$ cat src/rtl/pulse_receiver_symbol_capture.sv
// Pulse-width receiver: measures each pulse on a synchronized line, classifies it
// into a {level, long} symbol, packs 16 symbols per word and hands words out via valid/ready.
module pulse_receiver_symbol_capture #(
  parameter int TIMER_W = 8
) (
  input  logic               clk,
  input  logic               rst,
  input  logic               en,
  input  logic               sig_in,
  input  logic               cfg_invert,
  input  logic [3:0]         cfg_prescaler,
  input  logic [TIMER_W-1:0] cfg_threshold,
  input  logic [TIMER_W-1:0] cfg_timeout,
  input  logic               word_ready,
  input  logic               clr_overflow,
  output logic [31:0]        word_data,
  output logic               word_valid,
  output logic [4:0]         word_count,
  output logic               frame_done,
  output logic               overflow,
  output logic               busy
);

  typedef enum logic {IDLE, MEASURE} state_e;

  state_e             state_q, state_d;
  logic               prev_q;
  logic [14:0]        presc_q, presc_d;
  logic [TIMER_W-1:0] dur_q, dur_d;
  logic [3:0]         idx_q, idx_d;
  logic [31:0]        shift_q, shift_d;
  logic [31:0]        data_q, data_d;
  logic [4:0]         cnt_q, cnt_d;
  logic               valid_q, valid_d;
  logic               fd_q, fd_d;
  logic               ovf_q, ovf_d;

  logic               level, edge_s, tick, timeout;
  logic [15:0]        presc_pow;
  logic [14:0]        presc_top;
  logic [TIMER_W:0]   dur_plus1;
  logic [1:0]         sym;
  logic [31:0]        slot_word;
  logic               push;
  logic [31:0]        push_data;
  logic [4:0]         push_cnt;

  function automatic logic [TIMER_W-1:0] sat_inc(input logic [TIMER_W-1:0] v);
    return (&v) ? v : v + {{(TIMER_W-1){1'b0}}, 1'b1};
  endfunction

  assign level     = sig_in ^ cfg_invert;
  assign edge_s    = level != prev_q;
  assign presc_pow = 16'd1 << cfg_prescaler;
  assign presc_top = presc_pow[14:0] - 15'd1;
  assign tick      = presc_q == presc_top;
  assign dur_plus1 = {1'b0, dur_q} + {{TIMER_W{1'b0}}, 1'b1};
  // An edge in the same cycle always wins over the idle timeout.
  assign timeout   = (state_q == MEASURE) && (cfg_timeout != '0) && tick && !edge_s &&
                     (dur_plus1 == {1'b0, cfg_timeout});
  assign sym       = {prev_q, dur_q >= cfg_threshold};
  assign slot_word = shift_q | (32'(sym) << {idx_q, 1'b0});

  always_comb begin
    state_d   = state_q;
    presc_d   = (edge_s || tick) ? 15'd0 : presc_q + 15'd1;
    dur_d     = edge_s ? '0 : (tick ? sat_inc(dur_q) : dur_q);
    idx_d     = idx_q;
    shift_d   = shift_q;
    push      = 1'b0;
    push_data = shift_q;
    push_cnt  = {1'b0, idx_q};
    fd_d      = 1'b0;
    case (state_q)
      IDLE: if (edge_s) state_d = MEASURE;
      MEASURE: begin
        if (edge_s) begin
          if (idx_q == 4'd15) begin
            push      = 1'b1;
            push_data = slot_word;
            push_cnt  = 5'd16;
            idx_d     = 4'd0;
            shift_d   = '0;
          end else begin
            shift_d = slot_word;
            idx_d   = idx_q + 4'd1;
          end
        end else if (timeout) begin
          state_d = IDLE;
          push    = idx_q != 4'd0;
          idx_d   = 4'd0;
          shift_d = '0;
          fd_d    = 1'b1;
        end
      end
      default: state_d = IDLE;
    endcase
    // Disabling abandons the frame silently; the output side keeps running.
    if (!en) begin
      state_d = IDLE;
      presc_d = '0;
      dur_d   = '0;
      idx_d   = '0;
      shift_d = '0;
      push    = 1'b0;
      fd_d    = 1'b0;
    end
  end

  always_comb begin
    data_d  = data_q;
    cnt_d   = cnt_q;
    valid_d = valid_q;
    ovf_d   = clr_overflow ? 1'b0 : ovf_q;
    if (push) begin
      if (!valid_q || word_ready) begin
        data_d  = push_data;
        cnt_d   = push_cnt;
        valid_d = 1'b1;
      end else begin
        ovf_d = 1'b1;
      end
    end else if (valid_q && word_ready) begin
      valid_d = 1'b0;
    end
  end

  always_ff @(posedge clk) begin
    if (rst) begin
      state_q <= IDLE;
      prev_q  <= 1'b0;
      presc_q <= '0;
      dur_q   <= '0;
      idx_q   <= '0;
      shift_q <= '0;
      data_q  <= '0;
      cnt_q   <= '0;
      valid_q <= 1'b0;
      fd_q    <= 1'b0;
      ovf_q   <= 1'b0;
    end else begin
      state_q <= state_d;
      prev_q  <= level;
      presc_q <= presc_d;
      dur_q   <= dur_d;
      idx_q   <= idx_d;
      shift_q <= shift_d;
      data_q  <= data_d;
      cnt_q   <= cnt_d;
      valid_q <= valid_d;
      fd_q    <= fd_d;
      ovf_q   <= ovf_d;
    end
  end

  assign word_data  = data_q;
  assign word_count = cnt_q;
  assign word_valid = valid_q;
  assign frame_done = fd_q;
  assign overflow   = ovf_q;
  assign busy       = state_q == MEASURE;

endmodule
$ cat config.mk
export PLATFORM = sky130hd
export DESIGN_NAME = pulse_receiver_symbol_capture
export DESIGN_NICKNAME = d
export VERILOG_FILES = /design/src/rtl/pulse_receiver_symbol_capture.sv
export SDC_FILE = /design/constraint.sdc
export NUM_CORES = 1
export LEC_CHECK = 0
export ABC_AREA = 0
export BUFFER_PORTS_ARGS = -buffer_cell sky130_fd_sc_hd__buf_2
export CORE_MARGIN = 1.5
export CORE_UTILIZATION = 45
export CTS_BUF_LIST = sky130_fd_sc_hd__clkbuf_8 sky130_fd_sc_hd__clkbuf_16
export CTS_CLUSTER_DIAMETER = 100
export DETAILED_ROUTE_END_ITERATION = 8
export PLACE_DENSITY_LB_ADDON = 0.12
export SLEW_MARGIN = 20
export SYNTH_ARGS = -nofsm -noshare
export SYNTH_HDL_FRONTEND = slang
export SYNTH_SLANG_ARGS = --single-unit
$ cat constraint.sdc
create_clock -name clk -period 8.3 [get_ports clk]
set_clock_uncertainty 0.1 [all_clocks]
set_input_delay 1.245 -clock clk [delete_from_list [all_inputs] [get_ports clk]]
set_output_delay 1.245 -clock clk [all_outputs]
set_load 0.005 [all_outputs]
==> results of run 1 <==
worst register-to-register path: stages (launching register included):
cell	delay, ns
dfxtp_1	0.72
xnor2_1	0.33
nor4_1	0.40
nand4_1	0.14
buf_4	0.25
nor3_2	0.72
o31ai_2	0.34
buf_4	0.31
a21boi_0	0.15
cells in the mapped netlist, drive strengths merged, types with 19 or more instances:
| master | count | area, µm² |
|---|---|---|
| a21oi | 52 | 260 |
| o21ai | 40 | 200 |
| clkbuf | 29 | 109 |
| xnor2 | 20 | 175 |
| dfxtp | 101 | 2020 |
| nand2 | 52 | 195 |
| nor2 | 50 | 188 |
| nor4 | 20 | 125 |
| nor3 | 39 | 200 |
| nand3 | 44 | 220 |
| o31a | 26 | 228 |
| inv | 19 | 71.3 |
| buf | 26 | 139 |
state kept, by name, indices dropped and copies added (netlist names):
signal	cells
shift_q	32
busy	1
word_count	5
overflow	1
frame_done	1
dur_q	8
word_valid	1
prev_q	1
word_data	32
idx_q	4
presc_q	15
final cells by class:
cell class | instances | area share
Multi-Input combinational cell | 503 | 0.515
Clock inverter | 7 | 0.00968
Clock buffer | 9 | 0.0371
Sequential cell | 101 | 0.333
Timing Repair Buffer | 73 | 0.0626
Tap cell | 147 | 0.0303
Inverter | 20 | 0.0124
cell families (layout without fill, tap and decap cells):
group           Yosys count  in the layout
compound gates          183            183
xor+xnor                 32             32
fa+ha+maj                13             13
buf+inv                  75            109
flops                   101            101
mux                       1              1
simple gates            274            274
layer usage:
metal,wire (µm),global-route usage
met4,194,0.0617
met3,628,0.0396
met1,7210,0.339
met5,0,0
met2,5830,0.328
power groups by stage:
stage / registers [W] / logic (W) / clock network (W)
detailed placement: 0.000501 / 0.0000631 / 0
CTS: 0.000490 / 0.0000633 / 0.000417
floorplan: 0.000498 / 0.0000485 / 0
global route: 0.000490 / 0.0000702 / 0.000437
finish: 0.000490 / 0.0000636 / 0.000408
global placement: 0.000501 / 0.0000613 / 0
metrics by stage:
step / utilization / hold WS [ns]
final: 0.510 / 0.360
after detailed placement: 0.486 / 0.350
after global placement: 0.486 / 0.347
after floorplan: - / 0.334
after global routing: 0.510 / 0.382
after CTS: 0.510 / 0.365
worst max-delay path by stage:
stage                          endpoint  cells after the start
4_1_cts        shift_q[11]$_SDFFE_PP0P_                     11
2_1_floorplan    presc_q[10]$_SDFF_PP0_                     15
6_report       shift_q[11]$_SDFFE_PP0P_                     11
5_1_grt        shift_q[13]$_SDFFE_PP0P_                     11
3_3_place_gp    shift_q[9]$_SDFFE_PP0P_                     11
3_5_place_dp   shift_q[11]$_SDFFE_PP0P_                     11
==> run metrics, run 1 <==
Post-Synth XOR/XNOR Area 0.0512; Seq/Total Area, Yosys 0.370; Synth Area in Compound Gates 0.228; total grt overflow 0; area growth from synthesis to final layout 11.1%; count of input and output buffers 67; period utilization 0.575; Hold Crit Endpoint word_data[22]$_SDFFE_PP0P_; Cells on Worst Hold Path 2; hold path start word_data[22]$_SDFFE_PP0P_; Cell Area, Synth approximately 5500 µm²; worst stage delay on the critical path roughly 0.76 ns; CTS tree built; antenna fix cells 0; Clk Latency, worst-skew pair ~0.35 ns; post-CTS resize count 0; IO Count slightly below 70; Post-CTS Setup Bufs 0; root buffer cell clkbuf_16; Critical path origin cfg_prescaler[3]; htree depth 3; Sink Count 101; row count 40; DR WL/cell between 15 and 20 µm; area of the multi-input gates between 3000 and 4000 µm²; clk slew on worst S/H paths around 0.080 ns; final setup vio count 0; reg2reg setup slack between 4 and 5 ns; max-slew violations 0; Crit Path Class primary input to flip-flop; Worst Hold Class flip-flop to flip-flop; Die ar. between 10000 and 15000 µm²; Synth Instances 679; Synth Register Bits 101; WP data required about 8.5 ns; dpl hpwl roughly 9500 µm; Final Hold Viols 0; Reg area 2020 µm²; antenna violations before repair 0; FILL cells 1175; CP endpoint kind flip-flop; combinational share of power 0.066; layout cells sized above 1 0.146; Post-Route Setup TNS 0 ns; post-synthesis async set-or-reset flop share 0; Worst EP arrival 4.95 ns; most frequent cells in the layout 101 x dfxtp_1, 67 x buf_2, 52 x a21oi_1; Max FO, Critical Path 26; Crit-path slowest cell o31ai_2; iteration count of the initial detailed-routing pass 4; Max Clock Freq around 210 MHz; unrepaired setup endpoints after global routing no; Initial Utilization 0.459; Clock Power Share 0.425; simple-gate share of the synthesized area 0.261; Die Wd about 110 µm; Die Y approximately 110 µm; Syn Nets ~720; final WL ~14000 µm; vias in the first global route approximately 4.6k; Pint 0.000716 W; pre-CTS setup slack 3.19 ns; Crit path max-delay family compound AO/OA/AOI/OAI gates; post-layout min period about 4.8 ns; Slew @ Worst Pin approximately 0.89 ns; reg2reg start prev_q$_SDFF_PP0_; CP Cell Sequence buf_2 > or4_1 > ha_1 > or3b_1 > o22ai_1 > nor3_1 > o211ai_1 > nor3_2 > o31ai_2 > buf_4 > a21boi_0; largest family of logic cells by synthesized area simple AND/OR/NAND/NOR gates; Vias per Instance roughly 5.9; largest net degree at the start of global routing 47; final worst slack around 3.5 ns; Final nets roughly 750; terminus of the critical flop-to-flop path shift_q[11]$_SDFFE_PP0P_; Reg power frac 0.509; Max-Cap Viols 0; commonest non-fill, non-tap cell in the layout dfxtp_1; number of DRC markers in iteration 0 between 300 and 400; leakage about 2.1 nW; Post-synth EDFFs 0; Critical Path Start Type primary input; CTS Buf Count 9; status finished, final reports clean; Slew HR 0.400; Max VDD drop between 0.00008 and 0.00009 V; first-pass GRT wire length between 20000 and 25000 µm; placed cells between 800 and 900; Synth Area in Adders 0.0297; Sw Pwr between 0.0002 and 0.00025 W; Avg Cell Area, Syn just over 8 µm²; Total Routing Usage GR 0.225; depth of the worst register-to-register path 8; synth warn 0; PwrDens 158 nW/µm²; CP bufs+invs 2; gpl congestion 0.832; dominant synthesized flop cell dfxtp_1; mux cell area share after synthesis 0.00183; Final Non-Filler Cells between 800 and 900; count of cell types in the netlist 62; switching part of the total 0.256; Placement Cell Area 5790 µm²; fin area a little over 6000 µm²; clk buf depth 2; DRC viols 0; DR vias about 5.1k; total chip power between 0.0009 and 0.001 W; final antenna-violating net count 0; Core ar. ~12000 µm²; hold buffer count at cts 0
(Power assumes the default switching activity.)
==> inputs of run 2 (changes only) <==
clock period = 4.11 ns   (was 8.3 ns; I/O delays follow)
==> run metrics, run 2 (synthesis results as in run 1) <==
row count 40; PwrDens ~320 nW/µm²; Crit Path Class primary input to flip-flop; final setup vio count 0; WP data required approximately 4.3 ns; CP endpoint kind flip-flop; Max-Cap Viols 0; vias in the first global route between 4k and 5k; CTS Buf Count 9; root buffer cell clkbuf_16; FILL cells roughly 1.2k; Initial Utilization 0.459; Core ar. around 12000 µm²; Sw Pwr between 0.0004 and 0.0005 W; Final nets ~760; max-slew violations 0; Max FO, Critical Path 24; period utilization 0.844; IO Count 68; commonest non-fill, non-tap cell in the layout dfxtp_1; combinational share of power 0.069; clk buf depth 2; leakage about 2.2 nW; htree depth 3; first-pass GRT wire length between 20000 and 25000 µm; antenna violations before repair 0; count of input and output buffers between 60 and 70; Max VDD drop 0.000239 V; hold buffer count at cts 0; layout cells sized above 1 0.150; total chip power between 0.0015 and 0.002 W; Max Clock Freq 288 MHz; Post-Route Setup TNS 0 ns; Die Y approximately 110 µm; Worst EP arrival ~3.7 ns; final antenna-violating net count 0; iteration count of the initial detailed-routing pass 5; area growth from synthesis to final layout 12.2%; unrepaired setup endpoints after global routing no; Slew @ Worst Pin 0.844 ns; DR WL/cell around 16 µm; DRC viols 0; CTS tree built; DR vias a little over 5k; Slew HR 0.433; Final Hold Viols 0; number of DRC markers in iteration 0 just over 300; largest net degree at the start of global routing slightly below 50; Clk Latency, worst-skew pair ~0.35 ns; Post-CTS Setup Bufs 0; Clock Power Share 0.431; Critical Path Start Type primary input; antenna fix cells 0; Total Routing Usage GR 0.225; post-layout min period around 3.5 ns; Vias per Instance 5.88; Die Wd 113 µm; dpl hpwl between 9000 and 10000 µm; Worst Hold Class primary input to flip-flop; most frequent cells in the layout 101 x dfxtp_1, 67 x buf_2, 52 x nand2_1, 52 x a21oi_1, 49 x nor2_1; Sink Count around 100; status finished, final reports clean; final WL around 14000 µm; Pint approximately 0.0015 W; gpl congestion approximately 0.82; post-CTS resize count 0; clk slew on worst S/H paths 0.07 ns; switching part of the total 0.240; Die ar. between 10000 and 15000 µm²; total grt overflow 0; Reg power frac 0.500
[run 2: cell type report]
type / count / area (µm²) / area share
well taps: 147 / 184 / 0.0300
clock buffers: 9 / 225 / 0.0367
repair buffers: 81 / 440 / 0.0718
multi-input cells: 503 / 3130 / 0.510
clock inverters: 5 / 62.6 / 0.0102
inverters: 20 / 75.1 / 0.0122
flip-flops and latches: 101 / 2020 / 0.330
[run 2: through the flow]
step / util / cell area, µm² / hold slack [ns] / cells / setup WS, ns
after floorplan: - / 5470 / 0.334 / 679 / 0.280
after global placement: 0.491 / 5850 / 0.347 / 852 / 0.432
after detailed placement: 0.491 / 5850 / 0.353 / 852 / 0.295
after CTS: 0.515 / 6140 / 0.329 / 866 / 0.680
after global routing: 0.515 / 6140 / 0.337 / 866 / 0.398
final: 0.515 / 6140 / 0.342 / 866 / 0.641
[run 2: critical path, stage by stage]
cell and delay [ns]:
buf_2 0.18, or4_1 0.55, ha_1 0.33, nor3_1 0.29, o21ai_0 0.12, a211oi_1 0.38, and4b_1 0.27, nand4_1 0.26
buf_4 0.34, nand3_1 0.12, a21oi_1 0.17
[run 2: power groups by stage]
stage               Clock, W  Sequential, W  Combinational (W)
floorplan                  0        0.00101          0.0000979
global placement           0        0.00101           0.000131
detailed placement         0        0.00101           0.000134
CTS                 0.000869       0.000985           0.000135
global route        0.000907       0.000985           0.000150
finish              0.000850       0.000986           0.000135
[run 2: per-layer routing]
layer | GRT usage | routed length, µm
met5 | 0 | 0
met4 | 0.0817 | 241
met3 | 0.0450 | 724
met2 | 0.337 | 5990
met1 | 0.322 | 6950
[run 2: worst paths after layout]
path / slack (ns) / endpoint / startpoint / cells after the start
setup / recovery: 0.64 / word_data[6]$_SDFFE_PP0P_ / cfg_prescaler[0] / 11
hold / removal: 0.34 / overflow$_SDFF_PP0_ / clr_overflow / 2
setup reg to reg: 1.07 / shift_q[3]$_SDFFE_PP0P_ / dur_q[0]$_SDFFE_PP0P_ / 9
hold reg to reg: 0.36 / word_data[20]$_SDFFE_PP0P_ / word_data[20]$_SDFFE_PP0P_ / 2
